### src/rtl/param_stack_pkg.sv
// Shared definitions for the GET_PARAM parameter stack: control FSM state codes,
// field widths and the packed backtracking entry.
package param_stack_pkg;

    localparam int I_W  = 8;
    localparam int Z_W  = 4;
    localparam int KL_W = 32;

    localparam logic [2:0] ST_IDLE       = 3'd0;
    localparam logic [2:0] ST_GET_PARAM  = 3'd1;
    localparam logic [2:0] ST_GET_DATA_1 = 3'd2;
    localparam logic [2:0] ST_GET_DATA_2 = 3'd3;
    localparam logic [2:0] ST_GET_DATA_3 = 3'd4;
    localparam logic [2:0] ST_EX         = 3'd5;
    localparam logic [2:0] ST_WRITE_BACK = 3'd6;
    localparam logic [2:0] ST_DONE       = 3'd7;

    typedef struct packed {
        logic [I_W-1:0]  i;
        logic [Z_W-1:0]  z;
        logic [KL_W-1:0] k;
        logic [KL_W-1:0] l;
    } entry_t;

endpackage

### src/rtl/param_stack_if.sv
// Push bus from EX/WRITE_BACK and popped-parameter bus toward the control FSM.
interface param_stack_if;
    import param_stack_pkg::*;

    logic            push_valid;
    logic [I_W-1:0]  push_i;
    logic [Z_W-1:0]  push_z;
    logic [KL_W-1:0] push_k;
    logic [KL_W-1:0] push_l;

    logic            is_find;
    logic            is_finish;
    logic [I_W-1:0]  param_i;
    logic [Z_W-1:0]  param_z;
    logic [KL_W-1:0] param_k;
    logic [KL_W-1:0] param_l;

    modport master (
        output push_valid, push_i, push_z, push_k, push_l,
        input  is_find, is_finish, param_i, param_z, param_k, param_l
    );

    modport slave (
        input  push_valid, push_i, push_z, push_k, push_l,
        output is_find, is_finish, param_i, param_z, param_k, param_l
    );

endinterface

### src/rtl/param_stack_lifo_mem.sv
// Entry storage for the parameter stack: one synchronous write port and a
// combinational read port; pointer management lives in the parent.
module lifo_mem
    import param_stack_pkg::*;
#(
    parameter int DEPTH = 16,
    parameter int AW    = $clog2(DEPTH)
) (
    input  logic          clk,
    input  logic          wr_en,
    input  logic [AW-1:0] wr_addr,
    input  entry_t        wr_data,
    input  logic [AW-1:0] rd_addr,
    output entry_t        rd_data
);

    entry_t mem [DEPTH];

    always_ff @(posedge clk) begin
        if (wr_en) begin
            mem[wr_addr] <= wr_data;
        end
    end

    assign rd_data = mem[rd_addr];

endmodule

### src/rtl/param_stack.sv
// LIFO of pending backtracking entries {i, z, k, l}; pops one entry per GET_PARAM
// visit and flags completion once the stack has drained after a seed.
module param_stack
    import param_stack_pkg::*;
#(
    parameter int DEPTH = 16
) (
    input  logic                     clk,
    input  logic                     rst_n,
    input  logic [2:0]               state,
    input  logic                     is_start,
    input  logic [I_W-1:0]           init_i,
    input  logic [Z_W-1:0]           init_z,
    input  logic [KL_W-1:0]          init_l,
    param_stack_if.slave             bus,
    output logic [$clog2(DEPTH):0]   count,
    output logic                     overflow,
    output logic                     push_err
);

    localparam int AW = $clog2(DEPTH);
    localparam int CW = AW + 1;
    localparam logic [CW-1:0] FULL = CW'(DEPTH);

    logic          started;
    logic          is_find_q;
    logic          is_finish_q;
    entry_t        param_q;

    logic          seed_en;
    logic          push_win;
    logic          push_en;
    logic          ovf_hit;
    logic          err_hit;
    logic          pop_en;
    logic          fin_en;
    logic          wr_en;
    logic [AW-1:0] wr_addr;
    logic [AW-1:0] rd_addr;
    entry_t        wr_entry;
    entry_t        top_entry;

    always_comb begin
        seed_en  = (state == ST_IDLE) && is_start;
        push_win = (state == ST_EX) || (state == ST_WRITE_BACK);
        push_en  = push_win && bus.push_valid && !is_finish_q && (count != FULL);
        ovf_hit  = push_win && bus.push_valid && !is_finish_q && (count == FULL);
        err_hit  = !push_win && bus.push_valid;
        // is_find gating keeps the second GET_PARAM cycle from popping or finishing
        pop_en   = (state == ST_GET_PARAM) && !is_find_q && !is_finish_q && (count != '0);
        fin_en   = (state == ST_GET_PARAM) && started && !is_find_q && (count == '0);

        wr_en    = seed_en || push_en;
        wr_addr  = seed_en ? '0 : count[AW-1:0];
        rd_addr  = AW'(count - CW'(1));

        wr_entry = '0;
        if (seed_en) begin
            wr_entry.i = init_i;
            wr_entry.z = init_z;
            wr_entry.k = '0;
            wr_entry.l = init_l;
        end else begin
            wr_entry.i = bus.push_i;
            wr_entry.z = bus.push_z;
            wr_entry.k = bus.push_k;
            wr_entry.l = bus.push_l;
        end
    end

    lifo_mem #(
        .DEPTH (DEPTH),
        .AW    (AW)
    ) u_mem (
        .clk     (clk),
        .wr_en   (wr_en),
        .wr_addr (wr_addr),
        .wr_data (wr_entry),
        .rd_addr (rd_addr),
        .rd_data (top_entry)
    );

    always_ff @(posedge clk or negedge rst_n) begin
        if (!rst_n) begin
            count       <= '0;
            started     <= 1'b0;
            is_find_q   <= 1'b0;
            is_finish_q <= 1'b0;
            param_q     <= '0;
            overflow    <= 1'b0;
            push_err    <= 1'b0;
        end else begin
            is_find_q <= pop_en;

            if (seed_en) begin
                count   <= CW'(1);
                started <= 1'b1;
            end else if (push_en) begin
                count <= count + CW'(1);
            end else if (pop_en) begin
                count <= count - CW'(1);
            end

            if (pop_en) begin
                param_q <= top_entry;
            end
            if (fin_en) begin
                is_finish_q <= 1'b1;
            end
            if (ovf_hit) begin
                overflow <= 1'b1;
            end
            if (err_hit) begin
                push_err <= 1'b1;
            end
        end
    end

    assign bus.is_find   = is_find_q;
    assign bus.is_finish = is_finish_q;
    assign bus.param_i   = param_q.i;
    assign bus.param_z   = param_q.z;
    assign bus.param_k   = param_q.k;
    assign bus.param_l   = param_q.l;

endmodule

### src/flat_wrapper.sv
// flat-port wrapper written by rule: the top's interface ports become plain ports
module param_stack_flat import param_stack_pkg::*;
#(
    parameter int DEPTH = 16
)
  (clk, rst_n, state, is_start, init_i, init_z, init_l, count, overflow, push_err, bus_push_valid, bus_push_i, bus_push_z, bus_push_k, bus_push_l, bus_is_find, bus_is_finish, bus_param_i, bus_param_z, bus_param_k, bus_param_l);
  param_stack_if bus_i ();
  input  logic clk;
  input  logic rst_n;
  input  logic [2:0] state;
  input  logic is_start;
  input  logic [I_W-1:0] init_i;
  input  logic [Z_W-1:0] init_z;
  input  logic [KL_W-1:0] init_l;
  output logic [$clog2(DEPTH):0] count;
  output logic overflow;
  output logic push_err;
  input wire logic [$bits(bus_i.push_valid)-1:0] bus_push_valid;
  input wire logic [$bits(bus_i.push_i)-1:0] bus_push_i;
  input wire logic [$bits(bus_i.push_z)-1:0] bus_push_z;
  input wire logic [$bits(bus_i.push_k)-1:0] bus_push_k;
  input wire logic [$bits(bus_i.push_l)-1:0] bus_push_l;
  output wire logic [$bits(bus_i.is_find)-1:0] bus_is_find;
  output wire logic [$bits(bus_i.is_finish)-1:0] bus_is_finish;
  output wire logic [$bits(bus_i.param_i)-1:0] bus_param_i;
  output wire logic [$bits(bus_i.param_z)-1:0] bus_param_z;
  output wire logic [$bits(bus_i.param_k)-1:0] bus_param_k;
  output wire logic [$bits(bus_i.param_l)-1:0] bus_param_l;
  assign bus_i.push_valid = bus_push_valid;
  assign bus_i.push_i = bus_push_i;
  assign bus_i.push_z = bus_push_z;
  assign bus_i.push_k = bus_push_k;
  assign bus_i.push_l = bus_push_l;
  assign bus_is_find = bus_i.is_find;
  assign bus_is_finish = bus_i.is_finish;
  assign bus_param_i = bus_i.param_i;
  assign bus_param_z = bus_i.param_z;
  assign bus_param_k = bus_i.param_k;
  assign bus_param_l = bus_i.param_l;
  param_stack #(.DEPTH(DEPTH)) u_core (.clk(clk), .rst_n(rst_n), .state(state), .is_start(is_start), .init_i(init_i), .init_z(init_z), .init_l(init_l), .bus(bus_i), .count(count), .overflow(overflow), .push_err(push_err));
endmodule
### config.mk
export PLATFORM = sky130hd
export DESIGN_NAME = param_stack_flat
export DESIGN_NICKNAME = d
export VERILOG_FILES = /design/src/rtl/param_stack_pkg.sv /design/src/rtl/param_stack_if.sv /design/src/rtl/param_stack_lifo_mem.sv /design/src/rtl/param_stack.sv /design/src/flat_wrapper.sv
export SDC_FILE = /design/constraint.sdc
export NUM_CORES = 1
export LEC_CHECK = 0
export BUFFER_PORTS_ARGS = -buffer_cell sky130_fd_sc_hd__buf_2
export CAP_MARGIN = 5
export CORE_ASPECT_RATIO = 0.75
export CORE_MARGIN = 3
export CORE_UTILIZATION = 45
export CTS_CLUSTER_SIZE = 30
export DETAILED_ROUTE_END_ITERATION = 12
export GPL_ROUTABILITY_DRIVEN = 0
export PLACE_DENSITY = 0.66
export SLEW_MARGIN = 15
export SYNTH_ARGS = -nofsm -noshare
export SYNTH_HDL_FRONTEND = slang
export SYNTH_SLANG_ARGS = --single-unit
### constraint.sdc
create_clock -name clk -period 13.8 [get_ports clk]
set_input_delay 1.38 -clock clk [delete_from_list [all_inputs] [get_ports clk]]
set_output_delay 1.38 -clock clk [all_outputs]
set_load 0.005 [all_outputs]
==> flow_summary_export.csv <==
group,metric,value,unit
yosys,synthCells,2290,
timing,rsz0062_at_grt,"false",
worst_setup_path,cp-end-kind,"flop",
yosys,synthXorXnorAreaFrac,0.07115,%
clock_network,cts.clk_slew.worst_paths,0.07,ns
global_route,grt_pass1_vias,25170,
worst_hold_path,min-delay-path-class,"reg -> reg",
timing,fin_crit_sh,34.49,%
yosys,yosysSeqAreaShare,78.53,%
final_layout,area_growth,13.86,%
clock_network,insertion_delay,0.72,ns
yosys,synth-seq-cells,1302,
timing,slew_headroom,15.77,%
floorplanning,die_w,388.0,um
timing,max_freq,210.1,MHz
timing,tns,0,ns
placed_design,dp.cells,3840,
final_layout,fillCellCount,8274,
clock_network,cts_buffers,119,
floorplanning,coreArea,107900,um2
clock_network,hold_buffers,0,
yosys,synth_ff_type,"edfxtp_1",
global_route,grt_max_degree,131,
timing,final-setup-viol-count,0,
worst_setup_path,path_max_fanout,130,
worst_setup_path,worst_ep_arrival_time,5.31,ns
route,drc_errors,0,
floorplanning,num_rows,104,
worst_setup_path,worstPathRequired,14.35,ns
timing,fin_crit,4.759,ns
yosys,avgSynthCellArea,21.50,um2
global_route,antenna_found_initial,2,
route,first_iter_violations,2667,
yosys,yosys.area_share.adder,0.05082,%
pwr,peakVddDrop,0.0002335,V
clock_network,postCtsSetupBuffers,0,
pwr,p_per_area,201.0,nW/um2
yosys,ys_types,46,
yosys,synth.area.mux_share,14.01,%
global_route,track_usage,20.46,%
worst_hold_path,min_from,"u_core.push_err",
floorplanning,ios,212,
worst_setup_path,r2r-start,"u_core.count[0]",
route,drt-total-wl,115500,um
timing,maxSlewViolCount,0,
job,drv_cap,0,
placed_design,dp_hpwl,61180,um
timing,worst_pin_slew,1.263,ns
yosys,ys_warn_count,0,
yosys,synth-async-reset-ratio,6.605,%
yosys,synth_compound_area_share,3.486,%
route,first_pass_iters,5,
placed_design,io_buffers,211,
final_layout,final_util,51.97,%
route,detail-route-antenna-nets,0,
floorplanning,dieArea,113500,um2
floorplanning,initial_core_util,45.64,%
outcome,status,"completed",
route,routed_via_density,5.894,
pwr,power.total,11270,uW
final_layout,drive_gt1_share,29.59,%
yosys,yosys.area_share.simple,2.600,%
yosys,synth_top_family_by_area,"multiplexers",
clock_network,cts.path.max_buffers,3,
timing,finalHoldViolations,0,
worst_setup_path,path_class,"reg -> reg",
final_layout,final_cells,4068,
route,vias,23980,
global_route,overflow,0,
yosys,syn-num-nets,2419,
worst_setup_path,worstSetupStartpointType,"flop",
clock_network,cts_root_buffer,"clkbuf_16",
yosys,syn-cell-area,49240,um2
worst_setup_path,cp-startpoint,"u_core.count[0]",
clock_network,cts_sinks,1302,
clock_network,cts_tree,"done",
final_layout,fin_nets,2659,
yosys,synth-edff-count,1216,
timing,fin_skew,0.05087,ns
route,wl_per_cell,28.39,um
clock_network,ctsResizeCount,0,
global_route,grt_pass1_wl,170400,um
floorplanning,fp.dieH,292.5,um
clock_network,htree_levels,3,
pwr,power.leakage,0.01807,uW
-- path summary, 6_finish.rpt --
| check | slack (ns) | endpoint | cells after the start |
|---|---|---|---|
| hold / removal | 0.47 | u_core.push_err | 1 |
| max in group asynchronous | 11.58 | u_core.count[0] | 2 |
| min in group asynchronous | 0.82 | u_core.bus.param_k[5] | 1 |
| setup / recovery | 9.04 | u_core.bus.param_z[3] | 7 |
| hold reg to reg | 0.47 | u_core.push_err | 1 |
| setup reg to reg | 9.04 | u_core.bus.param_z[3] | 7 |
-- worst max-delay path, stage by stage (launching register included) --
cell and delay [ns]:
dfrtp_4 0.98, inv_1 0.25, ha_4 0.81, buf_12 0.57
buf_4 1.00, mux4_2 0.42, a22oi_1 0.30, a31oi_1 0.12
-- cells in the final DEF, fill, tap and decap left out, types with 5 or more instances in the layout --
master      netlist  layout
clkinv_2          0      24
dfrtp_1          86      85
mux4_2          304     304
clkbuf_1         64      21
clkbuf_8          0      10
a31oi_1          77      77
clkinv_4          0       5
bufinv_16         0      13
edfxtp_1       1216    1216
nor2_4            0      14
nand2_1         144     144
a22oi_1         152     152
clkbuf_16         0     121
and2_1           32      32
inv_6             0       5
buf_2            59     210
nor2_1           95      81
clkinv_1          0      16
clkinvlp_4        0       9
buf_4             3      41
-- layer usage --
metal	global-route usage [%]	vias up	routed length (um)
li1	-	10030	-
met1	29.05	12800	48150
met2	32.95	990	55740
met3	4.478	157	9591
met4	4.569	0	2034
met5	0	-	0
-- synthesized netlist by cell type, drive strengths merged, types with 2 or more instances --
cell / count / area share [%]
dfrtp: 86 / 4.4
edfxtp: 1216 / 74
nand3: 2 / 0.020
and2: 32 / 0.41
clkbuf: 64 / 0.49
nor3b: 2 / 0.041
nor2: 95 / 0.72
or2: 3 / 0.038
a22oi: 152 / 2.3
nand2b: 3 / 0.038
nor4b: 4 / 0.13
xnor2: 2 / 0.036
mux2i: 2 / 0.041
buf: 71 / 0.73
mux4: 304 / 14
a21oi: 2 / 0.028
a31o: 2 / 0.036
a31oi: 77 / 0.98
mux2: 3 / 0.069
nand2: 144 / 1.1
xor2: 2 / 0.036
ha: 2 / 0.051
inv: 4 / 0.030
o21ai: 4 / 0.048
a211oi: 2 / 0.030
-- sequential cells by signal (all words and copies together) (netlist names), 4 cells and up --
| register | flops |
|---|---|
| u_core.bus.param_i | 8 |
| u_core.bus.param_k | 32 |
| u_core.bus.param_l | 32 |
| u_core.bus.param_z | 4 |
| u_core.count | 5 |
| u_core.u_mem.mem | 1216 |
-- report_power, final --
part	internal, uW	switching [uW]
Combinational	1460	1760
Sequential	4510	183
Clock	1910	1440
Total	7890	3380
-- cells by family after synthesis --
logic type                 count (synthesis)
muxes                                    309
buffers and inverters                    139
adders and majority gates                  2
DFF                                     1302
AOI/OAI and AO/OA                        242
xor gates and xnor gates                   4
and+or+nand+nor                          292
-- stage by stage --
step / worst slack (ns) / cell area [um2] / hold slack (ns)
6_report: 9.041 / 56060 / 0.4683
5_1_grt: 8.630 / 56060 / 0.5021
4_1_cts: 8.856 / 56060 / 0.4704
3_5_place_dp: 8.699 / 52030 / 0.4519
3_3_place_gp: 8.773 / 52030 / 0.4491
2_1_floorplan: 5.746 / 49240 / 0.4353
-- layout make-up --
class | count | area (um2) | share of cell area, %
inverters | 4 | 17.52 | 0.03125
flip-flops and latches | 1302 | 38670 | 68.98
well taps | 1431 | 1790 | 3.194
diodes | 1 | 2.502 | 0.004464
multi-input cells | 849 | 10130 | 18.07
clock inverters | 75 | 788.3 | 1.406
repair buffers | 254 | 1419 | 2.531
clock buffers | 152 | 3244 | 5.787
Power figures use the tool's default switching activity.
